$ cat config.mk
export PLATFORM = sky130hd
export DESIGN_NAME = scope_trigger_capture_flat
export DESIGN_NICKNAME = d
export VERILOG_FILES = /design/src/rtl/scope_trigger_capture_if.sv /design/src/rtl/scope_trigger_capture.sv /design/src/flat_wrapper.sv
export SDC_FILE = /design/constraint.sdc
export NUM_CORES = 1
export LEC_CHECK = 0
export BUFFER_PORTS_ARGS = -buffer_cell sky130_fd_sc_hd__buf_4
export CAP_MARGIN = 20
export CORE_MARGIN = 4
export CORE_UTILIZATION = 50
export DETAILED_ROUTE_END_ITERATION = 10
export PLACE_DENSITY_LB_ADDON = 0.2
export SYNTH_ARGS = -nofsm -noshare
export SYNTH_HDL_FRONTEND = slang
export SYNTH_SLANG_ARGS = --single-unit
$ cat constraint.sdc
create_clock -name rd_clk -period 4 [get_ports rd_clk]
set_input_delay 0.4 -clock rd_clk [delete_from_list [all_inputs] [get_ports rd_clk]]
set_output_delay 0.4 -clock rd_clk [all_outputs]
set_load 0.05 [all_outputs]
$ cat src/rtl/scope_trigger_capture_if.sv
// Sample-path bundle: FWFT read side of the sample FIFO plus the framed output stream.
// master = capture stage, slave = FIFO/downstream side.
interface scope_trigger_capture_if #(
    parameter int DATA_W = 10
);
    logic              fifo_rd_en;
    logic              fifo_rd_vld;
    logic [DATA_W-1:0] fifo_rd_data;
    logic              out_vld;
    logic              out_ready;
    logic [DATA_W-1:0] out_data;
    logic              out_sof;
    logic              out_eof;

    modport master (
        output fifo_rd_en,
        input  fifo_rd_vld,
        input  fifo_rd_data,
        output out_vld,
        input  out_ready,
        output out_data,
        output out_sof,
        output out_eof
    );

    modport slave (
        input  fifo_rd_en,
        output fifo_rd_vld,
        output fifo_rd_data,
        input  out_vld,
        output out_ready,
        input  out_data,
        input  out_sof,
        input  out_eof
    );
endinterface

$ cat src/rtl/scope_trigger_capture.sv
// Trigger detector and frame capture behind the FWFT sample FIFO: drains while idle,
// arms on request, triggers on a hysteresis-qualified edge or timeout, emits one framed capture.
module scope_trigger_capture #(
    parameter int DATA_W = 10,
    parameter int LEN_W  = 13,
    parameter int TO_W   = 24
) (
    input  logic                   rd_clk,
    input  logic                   rd_rst,
    input  logic                   arm,
    input  logic                   trig_edge,
    input  logic                   trig_auto,
    input  logic [DATA_W-1:0]      trig_level,
    input  logic [DATA_W-1:0]      trig_hyst,
    input  logic [LEN_W-1:0]       frame_len,
    input  logic [TO_W-1:0]        auto_timeout,
    scope_trigger_capture_if.master bus,
    output logic                   busy,
    output logic                   trig_forced,
    output logic                   frame_done
);
    typedef enum logic [1:0] {S_IDLE, S_WAIT, S_CAP} state_t;

    state_t            r_state;
    state_t            w_state_next;
    logic              r_edge;
    logic [DATA_W-1:0] r_level;
    logic [DATA_W-1:0] r_hyst;
    logic [TO_W-1:0]   r_timeout;
    logic [TO_W-1:0]   r_to_cnt;
    logic [LEN_W-1:0]  r_len;
    logic [LEN_W-1:0]  r_remaining;
    logic              r_flag;
    logic              r_forced;
    logic              r_out_vld;
    logic [DATA_W-1:0] r_out_data;
    logic              r_out_sof;
    logic              r_out_eof;
    logic              r_frame_done;

    logic              w_pop;
    logic              w_accept;
    logic [DATA_W-1:0] w_sample;
    logic [DATA_W-1:0] w_lo;
    logic [DATA_W:0]   w_hi_sum;
    logic              w_hi_sat;
    logic [DATA_W-1:0] w_hi;
    logic              w_set_cond;
    logic              w_hit;
    logic              w_set;
    logic              w_trig;
    logic              w_timeout;
    logic              w_eof_done;

    assign w_sample = bus.fifo_rd_data;
    assign w_pop    = bus.fifo_rd_en && bus.fifo_rd_vld;
    assign w_accept = r_out_vld && bus.out_ready;

    // Arming band edges, both saturating. A saturated upper edge still arms on a full-scale sample.
    assign w_lo     = (r_level > r_hyst) ? (r_level - r_hyst) : '0;
    assign w_hi_sum = {1'b0, r_level} + {1'b0, r_hyst};
    assign w_hi_sat = w_hi_sum[DATA_W] || (&w_hi_sum[DATA_W-1:0]);
    assign w_hi     = w_hi_sum[DATA_W] ? {DATA_W{1'b1}} : w_hi_sum[DATA_W-1:0];

    assign w_set_cond = r_edge ? (w_hi_sat ? (w_sample >= w_hi) : (w_sample > w_hi))
                               : (w_sample < w_lo);
    assign w_hit      = r_edge ? (w_sample <= r_level) : (w_sample >= r_level);

    assign w_trig     = (r_state == S_WAIT) && w_pop && r_flag && w_hit;
    assign w_set      = (r_state == S_WAIT) && w_pop && !r_flag && w_set_cond;
    assign w_timeout  = (r_state == S_WAIT) && trig_auto && (r_to_cnt == r_timeout) && !w_trig;
    assign w_eof_done = (r_state == S_CAP) && w_accept && r_out_eof;

    always_ff @(posedge rd_clk) begin
        if (rd_rst) begin
            r_state <= S_IDLE;
        end else begin
            r_state <= w_state_next;
        end
    end

    always_comb begin
        w_state_next = r_state;
        case (r_state)
            S_IDLE:  if (arm) w_state_next = S_WAIT;
            S_WAIT:  if (w_trig || w_timeout) w_state_next = S_CAP;
            S_CAP:   if (w_eof_done) w_state_next = S_IDLE;
            default: w_state_next = S_IDLE;
        endcase
    end

    always_comb begin
        bus.fifo_rd_en = 1'b0;
        busy           = (r_state != S_IDLE);
        case (r_state)
            S_IDLE:  bus.fifo_rd_en = !rd_rst;
            S_WAIT:  bus.fifo_rd_en = !rd_rst;
            S_CAP:   bus.fifo_rd_en = !rd_rst && (!r_out_vld || bus.out_ready) && (r_remaining != '0);
            default: bus.fifo_rd_en = 1'b0;
        endcase
    end

    always_ff @(posedge rd_clk) begin
        if (rd_rst) begin
            r_edge       <= 1'b0;
            r_level      <= '0;
            r_hyst       <= '0;
            r_timeout    <= '0;
            r_to_cnt     <= '0;
            r_len        <= '0;
            r_remaining  <= '0;
            r_flag       <= 1'b0;
            r_forced     <= 1'b0;
            r_out_vld    <= 1'b0;
            r_out_data   <= '0;
            r_out_sof    <= 1'b0;
            r_out_eof    <= 1'b0;
            r_frame_done <= 1'b0;
        end else begin
            r_frame_done <= w_eof_done;
            case (r_state)
                S_IDLE: begin
                    if (arm) begin
                        r_edge    <= trig_edge;
                        r_level   <= trig_level;
                        r_hyst    <= trig_hyst;
                        r_timeout <= auto_timeout;
                        r_len     <= (frame_len == '0) ? LEN_W'(1) : frame_len;
                        r_flag    <= 1'b0;
                        r_to_cnt  <= '0;
                        r_forced  <= 1'b0;
                    end
                end
                S_WAIT: begin
                    if (trig_auto) r_to_cnt <= r_to_cnt + TO_W'(1);
                    if (w_set) r_flag <= 1'b1;
                    if (w_trig) begin
                        r_out_vld   <= 1'b1;
                        r_out_data  <= w_sample;
                        r_out_sof   <= 1'b1;
                        r_out_eof   <= (r_len == LEN_W'(1));
                        r_remaining <= r_len - LEN_W'(1);
                    end else if (w_timeout) begin
                        // Forced trigger: no sample owned yet, the next pop becomes sof.
                        r_forced    <= 1'b1;
                        r_remaining <= r_len;
                    end
                end
                S_CAP: begin
                    if (w_pop) begin
                        r_out_vld   <= 1'b1;
                        r_out_data  <= w_sample;
                        r_out_sof   <= (r_remaining == r_len);
                        r_out_eof   <= (r_remaining == LEN_W'(1));
                        r_remaining <= r_remaining - LEN_W'(1);
                    end else if (w_accept) begin
                        r_out_vld <= 1'b0;
                        r_out_sof <= 1'b0;
                        r_out_eof <= 1'b0;
                    end
                end
                default: ;
            endcase
        end
    end

    assign bus.out_vld  = r_out_vld;
    assign bus.out_data = r_out_data;
    assign bus.out_sof  = r_out_sof;
    assign bus.out_eof  = r_out_eof;
    assign trig_forced  = r_forced;
    assign frame_done   = r_frame_done;
endmodule

$ cat src/flat_wrapper.sv
// flat-port wrapper written by rule: the top's interface ports become plain ports
module scope_trigger_capture_flat 
#(
    parameter int DATA_W = 10,
    parameter int LEN_W  = 13,
    parameter int TO_W   = 24
)
  (rd_clk, rd_rst, arm, trig_edge, trig_auto, trig_level, trig_hyst, frame_len, auto_timeout, busy, trig_forced, frame_done, bus_fifo_rd_en, bus_fifo_rd_vld, bus_fifo_rd_data, bus_out_vld, bus_out_ready, bus_out_data, bus_out_sof, bus_out_eof);
  scope_trigger_capture_if #(.DATA_W(DATA_W)) bus_i ();
  input  logic rd_clk;
  input  logic rd_rst;
  input  logic arm;
  input  logic trig_edge;
  input  logic trig_auto;
  input  logic [DATA_W-1:0] trig_level;
  input  logic [DATA_W-1:0] trig_hyst;
  input  logic [LEN_W-1:0] frame_len;
  input  logic [TO_W-1:0] auto_timeout;
  output logic busy;
  output logic trig_forced;
  output logic frame_done;
  output wire logic [$bits(bus_i.fifo_rd_en)-1:0] bus_fifo_rd_en;
  input wire logic [$bits(bus_i.fifo_rd_vld)-1:0] bus_fifo_rd_vld;
  input wire logic [$bits(bus_i.fifo_rd_data)-1:0] bus_fifo_rd_data;
  output wire logic [$bits(bus_i.out_vld)-1:0] bus_out_vld;
  input wire logic [$bits(bus_i.out_ready)-1:0] bus_out_ready;
  output wire logic [$bits(bus_i.out_data)-1:0] bus_out_data;
  output wire logic [$bits(bus_i.out_sof)-1:0] bus_out_sof;
  output wire logic [$bits(bus_i.out_eof)-1:0] bus_out_eof;
  assign bus_fifo_rd_en = bus_i.fifo_rd_en;
  assign bus_i.fifo_rd_vld = bus_fifo_rd_vld;
  assign bus_i.fifo_rd_data = bus_fifo_rd_data;
  assign bus_out_vld = bus_i.out_vld;
  assign bus_i.out_ready = bus_out_ready;
  assign bus_out_data = bus_i.out_data;
  assign bus_out_sof = bus_i.out_sof;
  assign bus_out_eof = bus_i.out_eof;
  scope_trigger_capture #(.DATA_W(DATA_W), .LEN_W(LEN_W), .TO_W(TO_W)) u_core (.rd_clk(rd_clk), .rd_rst(rd_rst), .arm(arm), .trig_edge(trig_edge), .trig_auto(trig_auto), .trig_level(trig_level), .trig_hyst(trig_hyst), .frame_len(frame_len), .auto_timeout(auto_timeout), .bus(bus_i), .busy(busy), .trig_forced(trig_forced), .frame_done(frame_done));
endmodule
==> results of run 1 <==
## timing repair
item	in CTS	in global routing
setup endpoints to repair	1	1
pin swaps	0	5
buffers inserted	0	3
gates resized for setup	1	7
endpoints found under the hold margin	0	0
## path summary, 6_finish.rpt
path                                          from                                to  slack (ns)  cells after the start
hold reg to reg   u_core.r_timeout[8]$_SDFFE_PP0P_  u_core.r_timeout[8]$_SDFFE_PP0P_        0.46                      2
hold / removal                       trig_level[7]    u_core.r_level[7]$_SDFFE_PP0P_        0.23                      3
setup reg to reg    u_core.r_level[0]$_SDFFE_PP0P_        u_core.r_flag$_SDFFE_PP0P_        0.19                     19
setup / recovery    u_core.r_level[0]$_SDFFE_PP0P_        u_core.r_flag$_SDFFE_PP0P_        0.19                     19
## power breakdown
part	internal, µW	total (µW)	switching, µW
Combinational	1160	2990	1830
Sequential	1350	1560	216
Clock	1060	1580	511
Total	3570	6130	2560
## sequential cells by signal, summed over array words and instances (netlist names), 2 cells and up
name and cells:
u_core.r_hyst 10, u_core.r_to_cnt 24, u_core.r_state 2, u_core.r_timeout 24, u_core.r_remaining 13, u_core.bus.out_data 10
u_core.r_len 13, u_core.r_level 10
## worst min-delay path, delay by kind of cell
| kind | cells | cell delay, ns |
|---|---|---|
| AO/OA/AOI/OAI | 1 | 0.05 |
| buffers and inverters | 1 | 0.11 |
| AND/OR/NAND/NOR | 1 | 0.05 |
## cells by family (layout without fill, tap and decap cells)
| family | after synthesis | in the layout | synth area share |
|---|---|---|---|
| and+or+nand+nor | 354 | 354 | 0.231 |
| AOI/OAI and AO/OA | 193 | 193 | 0.171 |
| DFF | 113 | 113 | 0.313 |
| buffers and inverters | 88 | 173 | 0.0548 |
| xor gates and xnor gates | 82 | 82 | 0.0995 |
| adders and majority gates | 60 | 60 | 0.106 |
| muxes | 17 | 17 | 0.0239 |
## synth_stat cells, types with 5 or more instances
library cell and number:
a211oi_1 6, a21o_1 11, a21oi_1 97, and2_1 7
and3_1 9, clkbuf_1 32, dfxtp_1 113, ha_1 58
inv_1 44, mux2i_1 15, nand2_1 156, nand2b_1 7
nand3_1 22, nand4_1 16, nor2_1 68, nor2b_1 5
nor3_1 17, nor4_1 15, o211ai_1 6, o21ai_0 28
or3_1 5, xnor2_1 39, xor2_1 43
## per-stage QoR
step | hold WS [ns] | power, µW | util | cells
after floorplan | 0.448 | 3830 | - | 907
after global placement | 0.456 | 4440 | 0.567 | 1138
after detailed placement | 0.460 | 4480 | 0.567 | 1138
after CTS | 0.217 | 6080 | 0.611 | 1168
after global routing | 0.227 | 6540 | 0.615 | 1172
final | 0.226 | 6130 | 0.615 | 1172
## layer usage
metal  share of wire  vias up
met3           0.048       25
met5               0        -
li1                -     3294
met2            0.44      148
met1            0.49     2928
met4           0.019        0
## cell type report
class | count | area share
Sequential cell | 113 | 0.263
Clock buffer | 24 | 0.0548
Clock inverter | 6 | 0.0151
Multi-Input combinational cell | 706 | 0.534
Timing Repair Buffer | 99 | 0.0879
Inverter | 44 | 0.0192
Tap cell | 180 | 0.0262
==> results.md, run 1 <==
- Status: finished clean
- Yosys reg bits: 113
- Final instance area: 8600 µm²
- First-pass DRT Iterations: 5
- Setup WS post-layout: 0.189 ns
- Multi-input gate area: 4590 µm²
- Initial antenna violation count: 0
- Share of cells above drive strength 1: 0.154
- Worst vdd ir: 333 µV
- WS Path Type: reg2reg
- Commonest non-fill, non-tap cell in the layout: nand2_1
- Total routed wirelength: 17900 µm
- Crit. End Element: register
- Starting Density: 0.516
- Crit-path max FO: 4
- Die area: 16400 µm²
- Leakage: 0.00368 µW
- CP peak stage delay: 0.37 ns
- Vias: 6395
- Syn_nets: 1041
- Mapped Cells: 907
- Critical Path, Cell by Cell: inv_1 > ha_1 > inv_1 > fa_2 > a21o_1 > a21oi_2 > o21ai_2 > a211o_1 > o41a_1 > nand3b_1 > ha_1 > a21o_1 > a21o_1 > a21o_1 > a211oi_2 > o21ai_1 > a2111oi_1 > nor2_1 > nor3_1
- Largest net degree at the start of global routing: 80
- Sink Count: 113
- Insertion delay to the later sink of the worst-skew pair: 0.42 ns
- Register area share after synthesis: 0.313
- Pwr dens: 712 nW/µm²
- GPL Wtd Cong: 0.875
- Fin. Hold Viols: 0
- GRT busiest layer: met2
- Final worst path period share: 0.953
- Minimum clock period: 3.81 ns
- Yosys top cell by area: dfxtp_1
- CTS buffer count: 17
- DP HPWL: 13100 µm
- Nets@finish: 1115
- Count of different cell masters after synthesis: 70
- Met2 usage: 0.334
- Final Max Slew Viols: 0
- Endpoints failing setup: 0
- GRT met3 Usage: 0.0408
- Synth warnings: 0
- CTS tree: yes
- Layout Skew: 0.0107 ns
- Post-DP Area: 7930 µm²
- FF+latch area: 2260 µm²
- Detailed Route Iter0 Violations: 460
- Met1 Usage GRT: 0.302
- First-pass GRT wire length: 28900 µm
- Area Overhead vs Synth: 19.2%
- Core Region: 14000 µm²
- Max cap viols: 0
- Required time of the critical path: 4.33 ns
- Number of global-route vias before repair: 6024
- Core Rows: 43
- Cts hold-fix bufs: 0
- CP Launch Type: register
- Max frequency: 0.262 GHz
- Gr usage total: 0.217
- Buffers on Ports: 90
- Slew HR: 0.429
- Grt total ovfl: 0
- Syn Area/Cell: 7.96 µm²
- Dpl ws: -0.0170 ns
- N_diodes: 0
- Vias per inst: 5.46
- EDFF count, synth: 0
- Post-synth top area share: 0.313
- Async SR Flop Fraction: 0
- H-tree levels: 4
- # IOs: 91
- Ranking of synthesized cells by area: dfxtp_1, ha_1, nand2_1
- Most common cell on crit path: a21o_1
- Fillers: 1292
- Sum of negative setup slack: 0 ns
- CTS root buf: clkbuf_16
- Drt wl/cell: 15.3 µm
- Final ANT Viol Nets: 0
- Top delay family on crit path: compound AO/OA/AOI/OAI gates
- CP bufs+invs: 2
- DRC viols: 0
- Clock transition at path regs: 0.06 ns
- Die Y: 128 µm
- Slew @ Worst Pin: 0.856 ns
- Commonest cells after routing, fill and taps aside: nand2_1, dfxtp_1, buf_4, a21oi_1, nor2_1
- Post-synth top flop: dfxtp_1
- Crit path max-delay cell type: a2111oi_1
- Mapped cell area: 7220 µm²
- Crit path arrival time: 4.14 ns
- CTS Buffer Depth: 2
- Hold Path Class: in2reg
- Die extent in x: 128 µm
Power figures use the tool's default switching activity.
==> run 2: changes to the inputs <==
--- a/config.mk
+++ b/config.mk
@@ -10,6 +10,7 @@
 export CORE_MARGIN = 4
 export CORE_UTILIZATION = 50
 export DETAILED_ROUTE_END_ITERATION = 10
+export MAX_ROUTING_LAYER = met4
 export PLACE_DENSITY_LB_ADDON = 0.2
 export SYNTH_ARGS = -nofsm -noshare
 export SYNTH_HDL_FRONTEND = slang
==> run 2 against run 1 <==
Sequential share of layout area did not move. Design area did not move. Worst hold slack improved by 0.0083 ns. Sequential cell count did not move. Highest routed layer unchanged. Clock power barely moved. Register-to-register slack barely moved. Via count fell by 0.27%. Clock skew fell by 0.00080 ns. Worst setup slack improved by 0.0059 ns. Die area did not move. Largest power group unchanged. Critical path type unchanged. Largest cell class unchanged.
==> results.md, run 2 (synthesis results as in run 1) <==
- Crit. End Element: register
- Top delay family on crit path: compound AO/OA/AOI/OAI gates
- Initial antenna violation count: 0 (unchanged)
- GPL Wtd Cong: 0.889 (+1.6%)
- Final Max Slew Viols: 0 (unchanged)
- Buffers on Ports: 90 (unchanged)
- CTS buffer count: 17 (unchanged)
- Slew HR: 0.430 (+0.000751)
- Commonest non-fill, non-tap cell in the layout: nand2_1
- CP Launch Point: u_core.r_level[0]$_SDFFE_PP0P_
- Number of global-route vias before repair: 6008 (-0.27%)
- Required time of the critical path: 4.32 ns (about the same)
- Top Registers: u_core.r_timeout: 24 flops, u_core.r_to_cnt: 24 flops
- Die extent in x: 128 µm (unchanged)
- Worst R2R Path Depth: 19 (unchanged)
- Max cap viols: 0 (unchanged)
- Total routed wirelength: 17800 µm (-0.39%)
- CTS root buf: clkbuf_16
- Commonest cells after routing, fill and taps aside: nand2_1, dfxtp_1, buf_4, a21oi_1, nor2_1
- WS Path Type: reg2reg
- Worst path depth: 19 (unchanged)
- Fin. Hold Viols: 0 (unchanged)
- Final core area utilization: 0.615 (unchanged)
- Worst setup path endpoint: u_core.r_flag$_SDFFE_PP0P_
- Area Overhead vs Synth: 19.2% (unchanged)
- Final worst path period share: 0.951 (-0.00147)
- # IOs: 91 (unchanged)
- Core Region: 14000 µm² (unchanged)
- Grt total ovfl: 0 (unchanged)
- Sink Count: 113 (unchanged)
- Clock transition at path regs: 0.06 ns (about the same)
- Minimum clock period: 3.81 ns (-0.00590 ns)
- Insertion delay to the later sink of the worst-skew pair: 0.42 ns (about the same)
- Hold Path Class: in2reg
- Vias: 6378 (-0.27%)
- Reg2Reg Launch Point: u_core.r_level[0]$_SDFFE_PP0P_
- Die Y: 128 µm (unchanged)
- Die area: 16400 µm² (unchanged)
- Nets@finish: 1115 (unchanged)
- Final ANT Viol Nets: 0 (unchanged)
- Crit-path max FO: 4 (unchanged)
- H-tree levels: 4 (unchanged)
- First-pass DRT Iterations: 5 (unchanged)
- Crit path arrival time: 4.13 ns (about the same)
- Endpoints failing setup: 0 (unchanged)
- Slew @ Worst Pin: 0.855 ns (-0.00113 ns)
- Cts hold-fix bufs: 0 (unchanged)
- Max frequency: 0.263 GHz (+0.15%)
- Largest net degree at the start of global routing: 80 (unchanged)
- DRC viols: 0 (unchanged)
- Layout Skew: 0.00987 ns (-0.000796 ns)
- Dpl ws: -0.0170 ns (unchanged)
- Share of cells above drive strength 1: 0.154 (unchanged)
- Starting Density: 0.516 (unchanged)
- Vias per inst: 5.44 (-0.27%)
- CP bufs+invs: 2 (unchanged)
- CTS tree: yes
- N_diodes: 0 (unchanged)
- Leakage: 0.00368 µW (unchanged)
- Status: finished clean
- Fillers: 1292 (unchanged)
- R2r endpoint: u_core.r_flag$_SDFFE_PP0P_
- Post-DP Area: 7930 µm² (unchanged)
- Worst vdd ir: 328 µV (-1.6%)
- Most common cell on crit path: a21o_1
- Setup WS post-layout: 0.195 ns (+0.00590 ns)
- CP peak stage delay: 0.37 ns (about the same)
- First-pass GRT wire length: 29000 µm (about the same)
- Final Power: 6120 µW (-0.12%)
- Crit path max-delay cell type: a2111oi_1
- Final instance area: 8600 µm² (unchanged)
- Drt wl/cell: 15.2 µm (-0.39%)
- Critical Path, Cell by Cell: inv_1 > ha_1 > inv_1 > fa_2 > a21o_1 > a21oi_2 > o21ai_2 > a211o_1 > o41a_1 > nand3b_1 > ha_1 > a21o_1 > a21o_1 > a21o_1 > a211oi_2 > o21ai_1 > a2111oi_1 > nor2_1 > nor3_1
- DP HPWL: 13100 µm (unchanged)
- CP Launch Type: register
- Reg2Reg Setup Slack: 0.19 ns (about the same)
- Gr usage total: 0.224 (+0.00648)
- Pwr dens: 712 nW/µm² (-0.12%)
- Core Rows: 43 (unchanged)
- CTS Buffer Depth: 2 (unchanged)
- Hold path startpoint: auto_timeout[11]
- Detailed Route Iter0 Violations: 509 (+11%)
run 2: cell counts in the layout (fill, tap and decap cells not counted):
No cell type changed its count.
run 2: worst reg2reg max path, cell delays in order, from the launching register on:
cell and delay [ns]:
dfxtp_1 0.34, inv_1 0.06, ha_1 0.15, inv_1 0.06
fa_2 0.35, a21o_1 0.18, a21oi_2 0.17, o21ai_2 0.10
a211o_1 0.29, o41a_1 0.13, nand3b_1 0.11, ha_1 0.25
a21o_1 0.17, a21o_1 0.18, a21o_1 0.19, a211oi_2 0.21
o21ai_1 0.10, a2111oi_1 0.37, nor2_1 0.07, nor3_1 0.22
run 2: per-layer routing:
metal | part of all wire | global-route usage
met5 | 0 | -
met2 | 0.43 | 0.333
met1 | 0.50 | 0.304
met4 | 0.019 | 0.0799
met3 | 0.044 | 0.0413
run 2: stage by stage:
step	hold WS (ns)	std cells	TNS, ns
final	0.234	1172	0
after floorplan	0.448	907	0
after CTS	0.217	1168	0
after detailed placement	0.460	1138	-0.0170
after global placement	0.456	1138	0
after global routing	0.227	1172	-0.0354
run 2: worst min path at each step:
stage,depth (start not counted),end,slack [ns]
global route,3,u_core.r_timeout[23]$_SDFFE_PP0P_,0.23
finish,3,u_core.r_timeout[11]$_SDFFE_PP0P_,0.23
global placement,2,u_core.r_timeout[8]$_SDFFE_PP0P_,0.46
detailed placement,2,u_core.r_timeout[8]$_SDFFE_PP0P_,0.46
CTS,3,u_core.r_level[7]$_SDFFE_PP0P_,0.22
floorplan,2,u_core.r_timeout[11]$_SDFFE_PP0P_,0.45
run 2: report_power, final:
group	total (µW)	switching, µW	leakage [µW]	internal [µW]
combinational	2990	1820	0.00246	1160
sequential	1560	216	0.000922	1350
clock	1570	508	0.000294	1070
total	6120	2550	0.00368	3570
run 2: layout make-up:
class                      instances  area [µm²]  area share
timing repair buffer              99         756      0.0879
inverter                          44         165      0.0192
tap                              180         225      0.0262
sequential                       113        2260       0.263
multi-input combinational        706        4590       0.534
clock inverter                     6         130      0.0151
clock buffer                      24         472      0.0548
run 2: timing repair:
item,in CTS,in global routing
endpoints found under the setup margin,1,1
pin swaps,0,5
gates resized for setup,1,7
setup buffers,0,3
